==> src/rtl/label_overlay_pkg.sv <==
// Shared types and constants for the table-driven VGA text-label overlay.
// Descriptor fields are sized for the largest supported geometry; unused upper bits stay zero.
package label_overlay_pkg;

  localparam int GLYPH_LINES = 16;
  localparam int BLANK_CODE  = 0;
  localparam int ROW_W       = 6;
  localparam int DESC_COL_W  = 12;
  localparam int DESC_LEN_W  = 8;

  // Font-ROM glyph codes used by the stock labels
  localparam int CODE_A = 'h02;
  localparam int CODE_H = 'h0c;
  localparam int CODE_O = 'h14;
  localparam int CODE_R = 'h18;

  typedef struct packed {
    logic [ROW_W-1:0]      row;
    logic [DESC_COL_W-1:0] col;
    logic [DESC_LEN_W-1:0] len;
    logic                  blink;
  } label_desc_t;

endpackage

==> src/rtl/label_overlay_gen_match.sv <==
// One label slot: row/column window compare, blink qualification and character index.
module label_match
  import label_overlay_pkg::*;
#(
  parameter int CH_W   = 7,
  parameter int CI_W   = 4,
  parameter int HSCALE = 2
) (
  input  label_desc_t     desc,
  input  logic [CH_W-1:0] qh,
  input  logic [ROW_W-1:0] char_row,
  input  logic            blink_on,
  output logic            match,
  output logic            hidden,
  output logic [CI_W-1:0] char_idx
);

  localparam int EW    = DESC_COL_W + 4;
  localparam int HS_SH = $clog2(HSCALE);

  logic [EW-1:0] qh_ext;
  logic [EW-1:0] col_ext;
  logic [EW-1:0] col_end;

  // Wide enough that col + len*HSCALE never wraps back to column 0
  assign qh_ext  = EW'(qh);
  assign col_ext = EW'(desc.col);
  assign col_end = col_ext + (EW'(desc.len) << HS_SH);

  assign match = (desc.len != '0) && (desc.row == char_row) &&
                 (qh_ext >= col_ext) && (qh_ext < col_end);
  assign hidden   = desc.blink & ~blink_on;
  assign char_idx = CI_W'((qh_ext - col_ext) >> HS_SH);

endmodule

==> src/rtl/label_overlay_gen.sv <==
// Text-label overlay: scan position in, font-ROM row address out, two registered stages.
// Holds a programmable label table, text RAM and a frame-based blink phase.
module label_overlay_gen
  import label_overlay_pkg::*;
#(
  parameter int NUM_LABELS   = 4,
  parameter int MAX_CHARS    = 16,
  parameter int CODE_W       = 5,
  parameter int CH_W         = 7,
  parameter int HSCALE       = 2,
  parameter int VSCALE       = 2,
  parameter int BLINK_FRAMES = 30,
  localparam int IDX_W  = (NUM_LABELS > 1) ? $clog2(NUM_LABELS) : 1,
  localparam int POS_W  = $clog2(MAX_CHARS),
  localparam int LEN_W  = $clog2(MAX_CHARS) + 1,
  localparam int ADDR_W = CODE_W + 4
) (
  input  logic              reloj,
  input  logic              resetM,
  input  logic [CH_W-1:0]   Qh,
  input  logic [9:0]        Qv,
  input  logic              frame_tick,
  input  logic              A_A,
  input  logic              cfg_we,
  input  logic [IDX_W-1:0]  cfg_idx,
  input  logic [5:0]        cfg_row,
  input  logic [CH_W-1:0]   cfg_col,
  input  logic [LEN_W-1:0]  cfg_len,
  input  logic              cfg_blink,
  input  logic              txt_we,
  input  logic [IDX_W-1:0]  txt_idx,
  input  logic [POS_W-1:0]  txt_pos,
  input  logic [CODE_W-1:0] txt_code,
  output logic [ADDR_W-1:0] DIR8x16,
  output logic              hit
);

  localparam int VS_SH  = $clog2(VSCALE);
  localparam int ROW_SH = $clog2(GLYPH_LINES * VSCALE);
  localparam int CNT_W  = (BLINK_FRAMES > 1) ? $clog2(BLINK_FRAMES) : 1;

  logic [CH_W-1:0]   qh_q, qh_d;
  logic [9:0]        qv_q, qv_d;
  logic              a_a_q, a_a_d;
  label_desc_t       desc_q [NUM_LABELS];
  label_desc_t       desc_d [NUM_LABELS];
  logic [CODE_W-1:0] text_q [NUM_LABELS][MAX_CHARS];
  logic [CODE_W-1:0] text_d [NUM_LABELS][MAX_CHARS];
  logic [CNT_W-1:0]  blink_cnt_q, blink_cnt_d;
  logic              blink_on_q, blink_on_d;
  logic [ADDR_W-1:0] dir_q, dir_d;
  logic              hit_q, hit_d;

  logic [ROW_W-1:0]  char_row;
  logic [3:0]        glyph_line;
  logic [NUM_LABELS-1:0] match_vec;
  logic [NUM_LABELS-1:0] hidden_vec;
  logic [POS_W-1:0]  char_idx_arr [NUM_LABELS];
  logic              found;
  logic [IDX_W-1:0]  win;
  logic [CODE_W-1:0] code;
  logic              blank;

  assign char_row   = ROW_W'(qv_q >> ROW_SH);
  assign glyph_line = 4'(qv_q >> VS_SH);

  for (genvar g = 0; g < NUM_LABELS; g++) begin : g_slot
    label_match #(
      .CH_W   (CH_W),
      .CI_W   (POS_W),
      .HSCALE (HSCALE)
    ) u_match (
      .desc     (desc_q[g]),
      .qh       (qh_q),
      .char_row (char_row),
      .blink_on (blink_on_q),
      .match    (match_vec[g]),
      .hidden   (hidden_vec[g]),
      .char_idx (char_idx_arr[g])
    );
  end

  always_comb begin
    qh_d  = Qh;
    qv_d  = Qv;
    a_a_d = A_A;

    desc_d = desc_q;
    if (cfg_we && (int'(cfg_idx) < NUM_LABELS)) begin
      desc_d[cfg_idx].row   = cfg_row;
      desc_d[cfg_idx].col   = DESC_COL_W'(cfg_col);
      desc_d[cfg_idx].len   = (cfg_len > LEN_W'(MAX_CHARS)) ? DESC_LEN_W'(MAX_CHARS)
                                                            : DESC_LEN_W'(cfg_len);
      desc_d[cfg_idx].blink = cfg_blink;
    end

    text_d = text_q;
    if (txt_we && (int'(txt_idx) < NUM_LABELS)) begin
      text_d[txt_idx][txt_pos] = txt_code;
    end

    blink_cnt_d = blink_cnt_q;
    blink_on_d  = blink_on_q;
    if (frame_tick) begin
      if (blink_cnt_q == CNT_W'(BLINK_FRAMES - 1)) begin
        blink_cnt_d = '0;
        blink_on_d  = ~blink_on_q;
      end else begin
        blink_cnt_d = blink_cnt_q + 1'b1;
      end
    end
  end

  // Lowest-numbered matching slot owns the pixel
  always_comb begin
    found = 1'b0;
    win   = '0;
    for (int i = NUM_LABELS - 1; i >= 0; i--) begin
      if (match_vec[i]) begin
        found = 1'b1;
        win   = IDX_W'(i);
      end
    end
    code  = text_q[win][char_idx_arr[win]];
    blank = !found || (code == CODE_W'(BLANK_CODE)) || a_a_q || hidden_vec[win];
    dir_d = blank ? '0 : {code, glyph_line};
    hit_d = !blank;
  end

  always_ff @(posedge reloj) begin
    if (!resetM) begin
      qh_q  <= '0;
      qv_q  <= '0;
      a_a_q <= 1'b0;
      for (int i = 0; i < NUM_LABELS; i++) begin
        desc_q[i] <= '0;
        for (int j = 0; j < MAX_CHARS; j++) begin
          text_q[i][j] <= '0;
        end
      end
      blink_cnt_q <= '0;
      blink_on_q  <= 1'b1;
      dir_q       <= '0;
      hit_q       <= 1'b0;
    end else begin
      qh_q        <= qh_d;
      qv_q        <= qv_d;
      a_a_q       <= a_a_d;
      desc_q      <= desc_d;
      text_q      <= text_d;
      blink_cnt_q <= blink_cnt_d;
      blink_on_q  <= blink_on_d;
      dir_q       <= dir_d;
      hit_q       <= hit_d;
    end
  end

  assign DIR8x16 = dir_q;
  assign hit     = hit_q;

endmodule

==> config.mk <==
export PLATFORM = sky130hd
export DESIGN_NAME = label_overlay_gen
export DESIGN_NICKNAME = d
export VERILOG_FILES = /design/src/rtl/label_overlay_pkg.sv /design/src/rtl/label_overlay_gen_match.sv /design/src/rtl/label_overlay_gen.sv
export SDC_FILE = /design/constraint.sdc
export NUM_CORES = 1
export LEC_CHECK = 0
export BUFFER_PORTS_ARGS = -buffer_cell sky130_fd_sc_hd__buf_2
export CORE_MARGIN = 2
export CORE_UTILIZATION = 55
export DETAILED_ROUTE_END_ITERATION = 6
export PLACE_DENSITY_LB_ADDON = 0.08
export SLEW_MARGIN = 10
export SYNTH_ARGS = -nofsm -noshare
export SYNTH_HDL_FRONTEND = slang
export SYNTH_SLANG_ARGS = --single-unit
==> constraint.sdc <==
create_clock -name reloj -period 5.3 [get_ports reloj]
set_input_delay 0 -clock reloj [delete_from_list [all_inputs] [get_ports reloj]]
set_output_delay 0 -clock reloj [all_outputs]
set_load 0.01 [all_outputs]
Yosys cells after proc, flatten, opt, wreduce, memory -nomap -nowiden
Cells that the tools add are included.
Operators by class
  add/subtract/negate cells: 9
  magnitude comparators: 18
  equal/unequal tests: 5
  mux-type cells: 38
  bitwise gates (word level): 11
  reductions and logical operators: 27
Operators by type and width (count)
  $bwmux W108: 4
  $bwmux W320: 1
  $mux W80: 3
  $demux W27 S2: 4
  $bmux W80 S2: 1
  $demux W80 S2: 1
  $add A12 B9 Y13: 4
  $lt A7 B13 Y1: 4
  $ge A7 B12 Y1: 4
  $reduce_bool A8 Y1: 4
  $mux W27: 1
  $mux W5: 5
  $eq A6 B5 Y1: 4
  $mux W21: 1
  $bmux W5 S4: 1
  $demux W5 S4: 1
  $sub A5 B5 Y5: 4
  $logic_and A1 B1 Y1: 15
  $ge A5 B5 Y1 const B: 2
  $not A4 Y5: 2
  $ge A3 B3 Y1 const B: 3
  $mux W9: 1
  $not A2 Y3: 3
  $bmux W4 S2: 1
  17 further kinds: 34
Word-level totals
  register bits after elaboration: 462
  bits of input ports: 55
  output and inout bits: 10

Depth between registers and ports, before layout
Gate-level depths: netlist (run 1).
  word-level depth: 21
  mapped depth: 23
  depth with buffers taken out: 20

Modules after synthesis
From an unflattened synthesis (run 1), not the netlist that was laid out.
Unflattened totals
  cells, all modules: 2726
  area, all modules: 23050.9 µm²
By module, submodules not included
  label_overlay_gen: times used 1, cells each 2273, area each 19498.7 µm²
  label_match at g_slot[0].u_match ...: times used 2, cells each 111, area each 873.3 µm²
  label_match at g_slot[2].u_match: times used 1, cells each 128, area each 968.4 µm²
  label_match at g_slot[1].u_match: times used 1, cells each 103, area each 837.1 µm²

Least setup slack after synthesis (run 1)
Ideal clock, no wire load.
  path kind: register to register
  from: reg desc_q[28] (netlist bit)
  to: reg dir_q[0], in the netlist DIR8x16[0]
  library setup time: 0.127 ns
  arrival: 4.306 ns
  required time: 5.173 ns
  path slack: 0.866 ns
  stages on the path, launching flop included: 22
  clock period less this slack: 4.434 ns
  cells stage by stage: dfxtp_1 -> ha_1 -> fa_1 -> a21o_1 -> a21oi_1 -> xor2_1 -> ha_1 -> o21ai_0 -> o21bai_1 -> o2bb2ai_1 -> a22oi_1 -> a211oi_4 -> buf_2 -> buf_4 -> mux2i_1 -> mux2i_1 -> mux2i_1 -> mux2i_1 -> a32oi_1 -> o211ai_1 -> nor4_4 -> nor2_1
Between the ends
  word-level cells in the longest chain between the ends: 20
  elaborated cells between the ends (all ways): 31
RTL lines
  start, declared: line label_overlay_gen.sv:45  | label_desc_t desc_q [NUM_LABELS];
  start signal, assigned: line label_overlay_gen.sv:149  | desc_q <= desc_d;
  branches (longest 3 deep; another with $add A12 B9 Y13)
  $logic_and A1 B1 Y1 (*): line label_overlay_gen_match.sv:31  | (qh_ext >= col_ext) && (qh_ext < col_end);
  $mux W2 (3 in series): line label_overlay_gen.sv:119  | if (match_vec[i]) begin
  $not A2 Y3 (not written as such): line label_overlay_gen.sv:124  | code = text_q[win][char_idx_arr[win]];
  $bmux W4 S2: line label_overlay_gen.sv:124
  $mux W4 (not written as such) (2 in series): line label_overlay_gen.sv:124
  $not A4 Y5 (not written as such): line label_overlay_gen.sv:124
  $bmux W5 S4: line label_overlay_gen.sv:124
  $mux W5 (not written as such) (2 in series): line label_overlay_gen.sv:124
  $logic_not A5 Y1: line label_overlay_gen.sv:125  | blank = !found || (code == CODE_W'(BLANK_CODE)) || a_a_q || hidden_vec[win];
  $logic_or A1 B1 Y1 (2 in series): line label_overlay_gen.sv:125
  $logic_or A1 B1 Y1 (*): line label_overlay_gen.sv:125
  $reduce_or A2 Y1 (no source line) (*)
  end signal, assigned: line label_overlay_gen.sv:153  | dir_q <= dir_d;
  end, declared: line label_overlay_gen.sv:51  | logic [ADDR_W-1:0] dir_q, dir_d;
Every way passes the cells marked *. The select of a mux whose other input is x is not followed.
A chain may end at the register's enable or synchronous reset.

Worst setup path after layout (run 1)
  from: reg desc_q[28] (netlist bit)
  to: reg dir_q[2], in the netlist DIR8x16[2]
Same word-level chain as after synthesis.

==> results.md, run 1 <==
* Syn Nets at 2788
* Setup Crit Path Kind: register to register
* Crit Path Max Fanout at 19
* Worst endpoint data arrival time at 5.56 ns
* Clock buffer depth at 3
* Final GP Congestion at 0.867
* Clk_lat worst skew at 0.58 ns
* Initial core utilization at 0.556
* Tmin final at 5.09 ns
* LEAKAGE at 8.98 nW
* Ports at 65
* Rel. slew slack at 0.202
* Prevailing post-synth register cell: dfxtp_1
* Worst R2R Start: desc_q[28]
* Reg2Reg Capture Point: DIR8x16[2]
* Crit-path cells: ha_1 > fa_1 > a21o_1 > a21oi_1 > xor2_1 > ha_1 > o21ai_0 > o21bai_1 > o2bb2ai_2 > a22oi_2 > a211oi_4 > buf_12 > o211ai_4 > buf_4 > and2_4 > nand3_1 > nand3_1 > a32o_1 > a211o_1 > nor4_4 > buf_4 > nor2_1
* Hold Startpoint: cfg_we
* Period utilization at 0.961
* Initial antenna violation count at 0
* Max Clk Rate at 196 MHz
* DR WL/cell at 20.0 microns
* Via-to-Cell Ratio at 6.00
* Post-synth EDFFs at 0
* N_diodes at 0
* Cell area after synthesis at 0.0214 sq mm
* CP Capture Type: register
* Root buf cell: clkbuf_16
* WP data required at 5.77 ns
* Row count at 72
* Syn_area_per_cell at 8.08 sq um
* Synth warn at 0
* Power per cell area at 304 mW/mm^2
* Via count at 19510
* Hold endpoint: desc_q[79]
* Cells after Synth at 2651
* Commonest non-fill, non-tap cell in the layout: nand2_1
* Port bufs at 63
* Clock transition at the registers of the reported paths at 0.06 ns
* Length of the first detailed-routing pass in iterations at 6
* Hold depth at 6
* Final Max Tran Viols at 0
* Die Width at 201 microns
* Final setup fails at 0
* Die Area at 0.0406 sq mm
* Area contributors post-synth: dfxtp_1 (40%), mux2i_1 (10%), nand2_1 (9.5%), a21oi_1 (7.7%), nand3_1 (6.9%)
* Worst hold path class: input pin to register
* Worst path slowest cell: fa_1
* Total clock sinks at 429
* WP buf/inv at 3
* CTS tree: yes
* Top delay family on crit path: compound AO/OA/AOI/OAI gates
* # nets final at 2838
* MaxCap Viol Count at 0
* CTS Buf Count at 48
* Final Hold Viols at 0
* Hold Worst Slack at 0.0688 ns
* Reg2reg setup slack at 0.21 ns
* Total congestion overflow at 0
* Share of cells above drive strength 1 at 0.102
* Global-route wire length before repair at 100000 microns
* Vias in the first global route at 18342
* Die Y at 201 microns
* Share of the yosys chip area belonging to registers at 0.401
* Drt drc at 0
* Pin count of the biggest net entering global routing at 165
* Final clock skew at 0.0128 ns
* Routed WL at 65000 microns
* TNS Setup at 0 ns
* Post-synth cell types at 81
* DP Wirelength at 39900 microns
* Post-synth ARST share at 0
* Layout fillers at 3359
* Initial DRC Count at 1803
* Total GRT Usage at 0.308
* Commonest non-fill, non-tap cells in the layout: nand2_1 (541), dfxtp_1 (429), a21oi_1 (330)
* Routed Antenna Nets at 0
* Status: finished, final reports clean
* H-tree levels at 2
* Synth area leader: dfxtp_1
* Area growth from synthesis to layout at 15.4%
* Placeable Area at 0.0386 sq mm
* VDD IR-drop max at 281 uV
* Setup crit start kind: register
* Cells on worst reg2reg path at 22
* Post-synth top area share at 0.401
* Seq cells post-synth at 429
* Slew @ Worst Pin at 1.20 ns
* Worst path max stage delay at 0.42 ns
-- worst register-to-register path, delay by kind of cell, from the launching register on --
family	cells	cell delay (ns)
xor gates and xnor gates	1	0.23
and+or+nand+nor	5	0.83
adders and majority gates	3	0.93
buffers and inverters	3	0.58
DFF	1	0.34
AOI/OAI and AO/OA	10	2.07
-- power breakdown --
part	switching [mW]	internal, mW
clock	1.35	1.97
sequential	0.0387	3.26
combinational	0.587	0.322
total	1.98	5.55
-- metrics by stage --
stage | instances | area [sq um] | power, mW | util | worst slack, ns
after floorplan | 2651 | 21400 | 3.90 | - | 0.866
final | 3254 | 24700 | 7.53 | 0.641 | 0.206
after CTS | 3238 | 24400 | 7.50 | 0.634 | 0.120
after global routing | 3254 | 24700 | 7.76 | 0.641 | -0.0159
after detailed placement | 3090 | 22200 | 4.19 | 0.576 | 0.0234
after global placement | 3090 | 22200 | 4.17 | 0.576 | 0.158
-- flip-flops by register name, indices dropped and copies added, names as in the netlist --
| register | flops |
|---|---|
| a_a_q | 1 |
| blink_cnt_q | 5 |
| qh_q | 7 |
| text_q | 320 |
| desc_q | 76 |
| DIR8x16 | 9 |
| hit | 1 |
| blink_on_q | 1 |
| qv_q | 9 |
-- layout make-up --
class                           count  area (sq um)  area share
Tap cell                          518           648      0.0262
Multi-Input combinational cell   1972         12000       0.485
Sequential cell                   429          8590       0.347
Clock inverter                      9          83.8     0.00339
Timing Repair Buffer              205          1750      0.0709
Clock buffer                       76          1490      0.0602
Inverter                           45           176     0.00714
-- Yosys cell counts, drive strengths merged, types with 5 or more instances --
| library cell | n |
|---|---|
| nand2 | 543 |
| dfxtp | 429 |
| a21oi | 331 |
| nand3 | 295 |
| mux2i | 216 |
| nor2 | 167 |
| clkbuf | 134 |
| ha | 74 |
| buf | 71 |
| inv | 45 |
| a211oi | 29 |
| xor2 | 29 |
| xnor2 | 24 |
| and2 | 23 |
| o21ai | 20 |
| o22a | 16 |
| a21o | 13 |
| o221ai | 13 |
| o22ai | 13 |
| nor3 | 10 |
| o2111a | 10 |
| o21bai | 10 |
| nand4 | 9 |
| or2 | 9 |
| fa | 8 |
| nor2b | 8 |
| o211ai | 8 |
| and3 | 7 |
| nand3b | 7 |
| nor4 | 7 |
| a2bb2oi | 6 |
| a22oi | 5 |
| a31oi | 5 |
| a32oi | 5 |
| o2111ai | 5 |
| o21a | 5 |
-- timing repair --
action,4_1_cts,5_1_grt
pin swaps,1,5
hold endpoints to repair,99,0
setup endpoints to repair,5,5
hold buffers,62,0
buffers inserted,1,13
resized for setup,1,22
cloned,0,3
-- cells by family (layout without fill, tap and decap cells) --
family | Yosys count | in the layout | share of synthesized area
XOR/XNOR | 53 | 53 | 0.0217
AND/OR/NAND/NOR | 1097 | 1097 | 0.222
AO/OA/AOI/OAI | 522 | 522 | 0.154
adder cells (fa/ha/maj) | 82 | 82 | 0.0507
multiplexers | 218 | 218 | 0.102
buffers and inverters | 250 | 335 | 0.0481
flip-flops | 429 | 429 | 0.401
-- how the worst max path moves through the flow --
stage	startpoint	endpoint	slack [ns]	depth (start not counted)
final	desc_q[28]	DIR8x16[2]	0.21	22
after global routing	desc_q[28]	DIR8x16[0]	-0.02	22
after global placement	desc_q[1]	DIR8x16[1]	0.16	21
after CTS	desc_q[55]	DIR8x16[3]	0.12	22
after detailed placement	desc_q[28]	DIR8x16[0]	0.02	21
after floorplan	desc_q[28]	DIR8x16[0]	0.87	21
-- routing by layer --
metal | share of wire | wire length [microns] | up-vias | track usage
li1 | - | - | 9295 | -
met1 | 0.44 | 28400 | 9379 | 0.416
met2 | 0.46 | 30000 | 707 | 0.498
met3 | 0.072 | 4660 | 129 | 0.0496
met4 | 0.030 | 1960 | 0 | 0.109
met5 | 0 | 0 | - | 0
Power figures use the tool's default switching activity.
==> run 2: changes to the inputs <==
Settings changed: BUFFER_PORTS_ARGS -buffer_cell sky130_fd_sc_hd__buf_2 to -buffer_cell sky130_fd_sc_hd__buf_4, CELL_PAD_IN_SITES_DETAIL_PLACEMENT set to 0, CELL_PAD_IN_SITES_GLOBAL_PLACEMENT set to 2, CORE_UTILIZATION 55 to 38.
==> run 2 against run 1 <==
Worst setup slack worse by 0.030 ns. Largest power group unchanged. Clock-buffer cell count is 1 lower. Flip-flop and latch count stayed put. Utilization is 17 points lower. Clock skew hardly changed. Cell area is 6.5% higher.
==> results.md, run 2 (synthesis gave the netlist of run 1 again) <==
* Status: finished, final reports clean
* Reg2reg setup slack at 0.18 ns (-0.03 ns)
* Commonest non-fill, non-tap cell in the layout: nand2_1
* Global-route wire length before repair at 113000 microns (+13%)
* CTS tree: yes
* MaxCap Viol Count at 0 (unchanged)
* Cells on worst reg2reg path at 24 (+9.1%)
* Hold Startpoint: cfg_we
* Initial antenna violation count at 0 (unchanged)
* DR WL/cell at 21.1 microns (+5.6%)
* Placeable Area at 0.0561 sq mm (+45%)
* Clock buffer depth at 3 (unchanged)
* CP Capture Type: register
* Ports at 65 (unchanged)
* Final Non-Filler Cells at 3581 (+10%)
* LEAKAGE at 9.58 nW (+6.7%)
* Initial DRC Count at 1377 (-24%)
* Reg2Reg Capture Point: DIR8x16[1]
* Crit. Startpoint: desc_q[28]
* Setup crit start kind: register
* WP data required at 5.80 ns (+0.03 ns)
* Share of cells above drive strength 1 at 0.143 (+0.0411)
* Post-Place Cells at 3376 (+9.3%)
* Hold depth at 5 (-1)
* Final clock skew at 0.0130 ns (+0.000192 ns)
* Top reg by flops: text_q
* Total power at 7.81 mW (+3.7%)
* Port bufs at 63 (unchanged)
* Slew @ Worst Pin at 1.02 ns (-0.173 ns)
* Clock transition at the registers of the reported paths at 0.06 ns (about the same)
* Tmin final at 5.12 ns (+0.0301 ns)
* Final setup fails at 0 (unchanged)
* Max FFs per register at 320 (unchanged)
* Area growth from synthesis to layout at 22.9%
* Crit-path cells: ha_1 > fa_1 > a21o_1 > a21oi_2 > xor2_1 > ha_1 > nand4_1 > a21oi_2 > a2bb2oi_2 > buf_4 > o22ai_4 > o211ai_4 > buf_12 > buf_4 > bufbuf_16 > mux2i_4 > mux2i_1 > mux2i_1 > mux2i_1 > a32o_2 > a211o_1 > nor4_4 > buf_4 > nor2_1
* Drt drc at 0 (unchanged)
* Total clock sinks at 429 (unchanged)
* Setup Crit Path Kind: register to register
* Period utilization at 0.967 (+0.00568)
* Final Hold Viols at 0 (unchanged)
* Row count at 87 (+21%)
* Vias in the first global route at 18550 (+1.1%)
* Root buf cell: clkbuf_16
* DP Wirelength at 47600 microns (+19%)
* Final GP Congestion at 0.841 (-3.0%)
* Final Max Tran Viols at 0 (unchanged)
* Hold endpoint: desc_q[27]
* Rel. slew slack at 0.317 (+0.115)
* H-tree levels at 2 (unchanged)
* Worst path max stage delay at 0.46 ns (+0.04 ns)
* Largest registers: text_q x320, desc_q x76
* Commonest non-fill, non-tap cells in the layout: nand2_1 (541), dfxtp_1 (421), a21oi_1 (321)
* VDD IR-drop max at 254 uV (-9.5%)
* Crit. path cell count at 24 (+9.1%)
* Via-to-Cell Ratio at 5.46 (-8.9%)
* Worst endpoint data arrival time at 5.62 ns (+0.06 ns)
* Hold Worst Slack at 0.0237 ns (-0.0451 ns)
* Max Clk Rate at 195 MHz (-0.59%)
* Top delay family on crit path: compound AO/OA/AOI/OAI gates
* Initial core utilization at 0.382 (-0.174)
* Via count at 19562 (+0.27%)
* Placed cell area at 0.0231 sq mm (+3.9%)
* Worst hold path class: input pin to register
* Routed WL at 75500 microns (+16%)
* Final instance area at 0.0263 sq mm (+6.5%)
* Clk_lat worst skew at 0.61 ns (+0.03 ns)
* Crit Path Max Fanout at 5 (-14)
* Length of the first detailed-routing pass in iterations at 5 (-1)
* Die Area at 0.0583 sq mm (+44%)
* Routed Antenna Nets at 0 (unchanged)
* Layout fillers at 5507 (+64%)
* Die Width at 241 microns (+20%)
* WP buf/inv at 5 (+2)
* Power per cell area at 296 mW/mm^2 (-2.6%)
* # nets final at 2926 (+3.1%)
* Total congestion overflow at 0 (unchanged)
* Total GRT Usage at 0.254 (-0.0537)
* Die Y at 241 microns (+20%)
* Worst path slowest cell: nor4_4
* CTS Buf Count at 51 (+6.3%)
* Worst R2R Start: desc_q[28]
* Pin count of the biggest net entering global routing at 168 (+1.8%)
==> run 2: cell count changes in the layout (fill, tap and decap cells not counted), sizes merged <==
| cell | delta |
|---|---|
| buf | +77 |
| dlygate4sd3 | +3 |
| diode | +2 |
| bufinv | +1 |
| clkbuf | -1 |
| bufbuf | +5 |
| inv | +2 |
==> run 2: what timing repair did <==
action	CTS	global route
endpoints found under the setup margin	5	6
hold buffers	65	0
buffers inserted	24	18
endpoints found under the hold margin	114	0
cloned	6	3
pin swaps	7	31
gates resized for setup	20	68
==> run 2: tightest hold or removal path, delay by kind of cell <==
family | cells | cell delay [ns]
compound gates | 1 | 0.05
simple gates | 3 | 0.40
buf+inv | 1 | 0.13
==> run 2: worst max-delay path by stage <==
stage                       to  slack [ns]
floorplan           DIR8x16[0]        0.87
global placement    DIR8x16[0]       -0.22
detailed placement         hit       -0.24
CTS                 DIR8x16[1]       0.001
global route               hit       -0.02
finish              DIR8x16[1]        0.18
==> run 2: area by class of cell <==
cell class	count	area (sq um)	area share
clock inverter	12	131	0.00499
inverter	45	176	0.00670
antenna	2	5.00	0.000190
sequential	429	8600	0.327
clock buffer	75	1470	0.0557
timing repair buffer	290	2840	0.108
tap	756	946	0.0359
multi-input combinational	1972	12200	0.462
==> run 2: metrics by stage <==
| step | TNS, ns | utilization | setup WS [ns] |
|---|---|---|---|
| after floorplan | 0 | - | 0.866 |
| after global placement | -1.10 | 0.412 | -0.220 |
| after detailed placement | -1.18 | 0.412 | -0.238 |
| after CTS | 0 | 0.461 | 0.00106 |
| after global routing | -0.0725 | 0.470 | -0.0208 |
| final | 0 | 0.470 | 0.176 |
==> run 2: per-layer routing <==
layer	routed length [microns]	vias to the layer above	GRT usage
li1	-	9484	-
met1	34900	9459	0.346
met2	34400	499	0.412
met3	3990	120	0.0370
met4	2230	0	0.0838
met5	0	-	0
==> run 2: power breakdown <==
group	internal, mW	switching, mW
Clock	2.00	1.43
Combinational	0.428	0.650
Sequential	3.26	0.0373
